===== config.mk =====
export PLATFORM = sky130hd
export DESIGN_NAME = ps2_num_scheduler
export DESIGN_NICKNAME = d
export VERILOG_FILES = /design/src/rtl/ps2_num_scheduler.sv
export SDC_FILE = /design/constraint.sdc
export NUM_CORES = 1
export LEC_CHECK = 0
export CAP_MARGIN = 20
export CELL_PAD_IN_SITES_DETAIL_PLACEMENT = 1
export CELL_PAD_IN_SITES_GLOBAL_PLACEMENT = 1
export CORE_MARGIN = 2
export CORE_UTILIZATION = 40
export CTS_BUF_LIST = sky130_fd_sc_hd__clkbuf_16
export CTS_CLUSTER_DIAMETER = 30
export DETAILED_ROUTE_END_ITERATION = 16
export HOLD_SLACK_MARGIN = 0.1
export PLACE_DENSITY = 0.75
export SYNTH_ARGS = -nofsm -noshare
export SYNTH_HDL_FRONTEND = slang
export SYNTH_SLANG_ARGS = --single-unit

===== constraint.sdc =====
create_clock -name CLK -period 3.04 [get_ports CLK]
set_input_delay 0.456 -clock CLK [delete_from_list [all_inputs] [get_ports CLK]]
set_output_delay 0.456 -clock CLK [all_outputs]
set_load 0.03 [all_outputs]

===== src/rtl/ps2_num_scheduler.sv =====
// ps2_num_scheduler: detects completed keypad entries, converts BCD digits to binary
// over a fixed multi-cycle sequence and queues operands in a first-word fall-through FIFO.
module ps2_num_scheduler #(
    parameter int DEPTH = 4,
    parameter int CW = $clog2(DEPTH) + 1
) (
    input  logic          CLK,
    input  logic          reset,
    input  logic [3:0]    iNum1,
    input  logic [3:0]    iNum2,
    input  logic [3:0]    iNum3,
    input  logic          iNumRdy,
    input  logic          iReady,
    input  logic          iClrErr,
    output logic [9:0]    oData,
    output logic          oValid,
    output logic [CW-1:0] oCount,
    output logic          oBusy,
    output logic [1:0]    oErr
);
    localparam int AW = $clog2(DEPTH);
    typedef enum logic [2:0] {IDLE, ACC1, ACC2, ACC3, PUSH} state_t;
    state_t        state_q, state_d;
    logic          rdy_q;
    logic [3:0]    d1_q, d2_q, d3_q, d1_d, d2_d, d3_d;
    logic [9:0]    acc_q, acc_d;
    logic [9:0]    mem_q [DEPTH];
    logic [AW-1:0] wr_q, rd_q;
    logic [CW-1:0] cnt_q, cnt_d;
    logic [1:0]    err_q, err_d;
    logic          rise, ok, idle, pop, room, push;
    logic [9:0]    acc_x10;
    assign rise    = iNumRdy & ~rdy_q;
    assign ok      = (iNum1 <= 4'd9) & (iNum2 <= 4'd9) & (iNum3 <= 4'd9);
    assign idle    = state_q == IDLE;
    assign pop     = oValid & iReady;
    assign room    = (cnt_q < CW'(DEPTH)) | pop;
    assign push    = (state_q == PUSH) & room;
    assign acc_x10 = (acc_q << 3) + (acc_q << 1);
    assign cnt_d   = cnt_q + CW'(push) - CW'(pop);
    assign err_d   = (iClrErr ? 2'b00 : err_q) |
                     {(rise & ~idle) | ((state_q == PUSH) & ~room), rise & idle & ~ok};
    always_comb begin
        state_d = state_q;
        acc_d   = acc_q;
        d1_d    = d1_q;
        d2_d    = d2_q;
        d3_d    = d3_q;
        case (state_q)
            IDLE: if (rise && ok) begin
                state_d = ACC1;
                d1_d    = iNum1;
                d2_d    = iNum2;
                d3_d    = iNum3;
            end
            ACC1: begin
                acc_d   = {6'd0, d1_q};
                state_d = ACC2;
            end
            ACC2: begin
                acc_d   = acc_x10 + {6'd0, d2_q};
                state_d = ACC3;
            end
            ACC3: begin
                acc_d   = acc_x10 + {6'd0, d3_q};
                state_d = PUSH;
            end
            default: state_d = IDLE;
        endcase
    end
    // rdy_q resets high so a level already asserted at reset release is not an edge
    always_ff @(posedge CLK or posedge reset) begin
        if (reset) begin
            state_q <= IDLE;
            rdy_q   <= 1'b1;
            d1_q    <= '0;
            d2_q    <= '0;
            d3_q    <= '0;
            acc_q   <= '0;
            mem_q   <= '{default: '0};
            wr_q    <= '0;
            rd_q    <= '0;
            cnt_q   <= '0;
            err_q   <= '0;
        end else begin
            state_q <= state_d;
            rdy_q   <= iNumRdy;
            d1_q    <= d1_d;
            d2_q    <= d2_d;
            d3_q    <= d3_d;
            acc_q   <= acc_d;
            if (push) mem_q[wr_q] <= acc_q;
            wr_q    <= wr_q + AW'(push);
            rd_q    <= rd_q + AW'(pop);
            cnt_q   <= cnt_d;
            err_q   <= err_d;
        end
    end
    assign oData  = mem_q[rd_q];
    assign oValid = cnt_q != '0;
    assign oCount = cnt_q;
    assign oBusy  = ~idle;
    assign oErr   = err_q;
endmodule


==> reports/results.txt <==
Clock tree buffer depth -> 2
RSZ-0062 raised after global routing -> no
Initial core utilization -> 40.5%
Slew @ Worst Pin -> 0.617 ns
Hold_sp -> mem_q[0]
Post-synthesis net count -> 319
Setup WS post-layout -> 0.345 ns
CP max stage cell -> clkdlybuf4s50_1
Worst-path clk slew -> 0.06 ns
CTS Buf Count -> 9
Crit Path Max Fanout -> 6
Area Growth Syn to Fin -> 20.9%
Critical path's largest stage delay -> 0.60 ns
Hold depth -> 1
NumNets Final -> 357
RR Startpoint -> state_q[2]
Critical path type -> reg -> out
Hold Buf Count CTS -> 0
#FFs+latches synth -> 75
Largest delay share family, worst path -> buffers and inverters
Later-pin clock latency in the skew report -> 0.33 ns
Leak pwr -> 2.01 nW
Worst hold path type -> reg -> reg
Sequential share of the synthesized area -> 51.0%
Setup violators final -> 0
Pre-CTS setup slack -> 0.485 ns
Outcome -> complete, no violations
R2R Setup Slk -> 0.46 ns
Wl on met1 -> 3.50 mm
Synth Warn # -> 0
EDFF count, synth -> 0
Avg Cell Area, Syn -> 12.9 sq um
Critical path required time -> 2.58 ns
Initial antenna violation count -> 0
GRT Total Usage -> 17.3%
Post-Route WL -> 7.85 mm
Max Cap Viol -> 0
WL met3 -> 173 um
Post-CTS Setup Bufs -> 0
Placer Congestion -> 0.753
TNS Setup -> 0 ns
Finished Layout Cells -> 440
CTS tree -> yes
Highest metal used -> met4
Antenna-violating nets left -> 0
Post-Synthesis Cells -> 286
Vias/cell -> 5.33
CTS Sinks -> 75
Buffers on Ports -> 33
First-pass GRT wire length -> 13.3 mm
Worst-case hold path end point -> mem_q[0]
CP startpoint kind -> flip-flop
DRT iter0 DRCs -> 76
Post-Syn Area -> 3690 sq um
Area of the core -> 9110 sq um
Synth async-reset ratio -> 100%
Share of cells above drive strength 1 -> 27.4%
Met2 WL -> 4.07 mm
Most used DFF post-synth -> dfrtp_1
IR drop worst, VDD -> 447 uV
Reg2reg path depth -> 9
FF-to-FF End -> acc_q[9]
Library cells used by synthesis -> 43
Relative slew margins -> 58.8%
# fillers -> 944
Largest net degree at the start of global routing -> 30
Max Freq -> 371 MHz
Hold WS -> 0.491 ns
Detail Placement HPWL -> 5.56 mm
Final Critical Period -> 2.69 ns
ANT cells -> 0
I/O Pins -> 34
Total die area -> 10000 sq um
Post-CTS resize count -> 0
Total iterations of the first detailed-routing run -> 4
WL/cell -> 17.8 um
Hold Fails Final Rpt -> 0
CTS Root Buffer Type -> clkbuf_16
Crit-path cells -> buf_4 -> mux4_2 -> clkdlybuf4s50_1
Vias in the first global route -> 2600
Placed Cells -> 424
Final Max Tran Viols -> 0
Data arrival, critical path -> 2.24 ns
DRC -> 0
Total power -> 4.96 mW
FP Rows -> 35
Htree depth -> 3
Critical path depth in cells -> 3
GRT overflow -> 0
Die height -> 100 um
Worst setup EP type -> output port
Power Dens Cells -> 1110 nW/um^2
Via count -> 2347
Die width -> 100 um
Period utilization -> 88.6%
Clock Skews -> 0.00957 ns
Crit path buf inv count -> 2
[registers in the layout, indices dropped and copies added (netlist names)]
name and count:
mem_q 40, acc_q 10, d1_q 4, d2_q 4, d3_q 4, oCount 3, state_q 3, oErr 2
rd_q 2, wr_q 2, rdy_q 1
[how the worst max path moves through the flow]
stage	startpoint	endpoint	slack (ns)
floorplan	oCount[0]	oCount[2]	0.53
finish	rd_q[0]	oData[9]	0.35
CTS	rd_q[0]	oData[9]	0.30
global route	state_q[1]	acc_q[9]	0.21
detailed placement	iReady	oCount[2]	0.49
global placement	iReady	oCount[2]	0.54
[kinds of logic after synthesis]
| logic type | synth area share (%) |
|---|---|
| multiplexers | 21.4 |
| buffers and inverters | 2.51 |
| XOR/XNOR | 3.56 |
| AND/OR/NAND/NOR | 8.76 |
| AO/OA/AOI/OAI | 6.79 |
| adder cells (fa/ha/maj) | 6.04 |
| flip-flops | 51.0 |
[layer usage]
metal  track usage (%)  vias to the layer above
met2              30.4                       28
met3              3.27                       10
met5                 0                        -
met4              5.69                        0
met1              21.5                     1214
li1                  -                     1095
[power breakdown]
group          switching, mW  internal (mW)  total, mW  leakage (nW)
Sequential             0.407           1.38       1.78         0.981
Clock                  0.425          0.724       1.15         0.152
Combinational           1.02           1.00       2.03         0.880
Total                   1.86           3.10       4.96          2.01
[layout by cell type (no fill, tap or decap), types with 3 or more instances in the layout]
master,instances
fa_1,3
mux2_2,49
a22oi_1,4
mux4_2,10
xnor2_1,5
nor3_1,5
clkdlybuf4s50_1,33
nand2_1,21
nor2b_1,5
o21ai_0,21
inv_1,11
dfrtp_1,74
buf_4,3
xor2_1,10
ha_1,13
clkbuf_16,9
a21oi_1,5
nor2_1,7
[final cells by class]
class                      instances  area [sq um]  area share (%)
clock buffer                       9           225            5.05
inverter                          12          45.0            1.01
clock inverter                     7           101            2.27
multi-input combinational        190          1720            38.5
sequential                        75          1880            42.1
timing repair buffer              36           353            7.92
tap                              111           139            3.12
[worst reg2reg max path, stage by stage (launching register included)]
cell      delay [ns]
dfrtp_1         0.53
nand3b_1        0.25
mux2_2          0.37
ha_1            0.22
fa_1            0.44
a21oi_1         0.21
nor3_1          0.08
nand4_1         0.12
xor2_1          0.18
o21ai_2         0.07
[cell usage after synthesis (2+ instances only)]
library cell	number	area (sq um)
ha_1	13	163
buf_2	5	25.0
clkbuf_1	3	11.3
xnor2_1	5	43.8
a22oi_1	4	30.0
xor2_1	10	87.6
and2_1	2	12.5
nor2_4	2	22.5
inv_1	12	45.0
a21oi_1	5	25.0
nor2b_1	5	31.3
mux4_2	10	225
nand2_1	21	78.8
nor2_1	7	26.3
or2_2	2	12.5
mux2_2	49	552
fa_1	3	60.1
o21ai_0	21	105
o22ai_1	2	12.5
nand3_1	2	10.0
nor3_1	5	25.0
nand2b_1	2	12.5
dfrtp_1	74	1850
a211oi_1	2	15.0
or3_1	2	12.5
[stage by stage]
stage	instance area (sq um)	utilization, %
2_1_floorplan	3690	-
3_3_place_gp	4130	45.3
3_5_place_dp	4130	45.3
4_1_cts	4460	48.9
5_1_grt	4460	48.9
6_report	4460	48.9
Note: power is estimated with default switching activity, not from simulation.
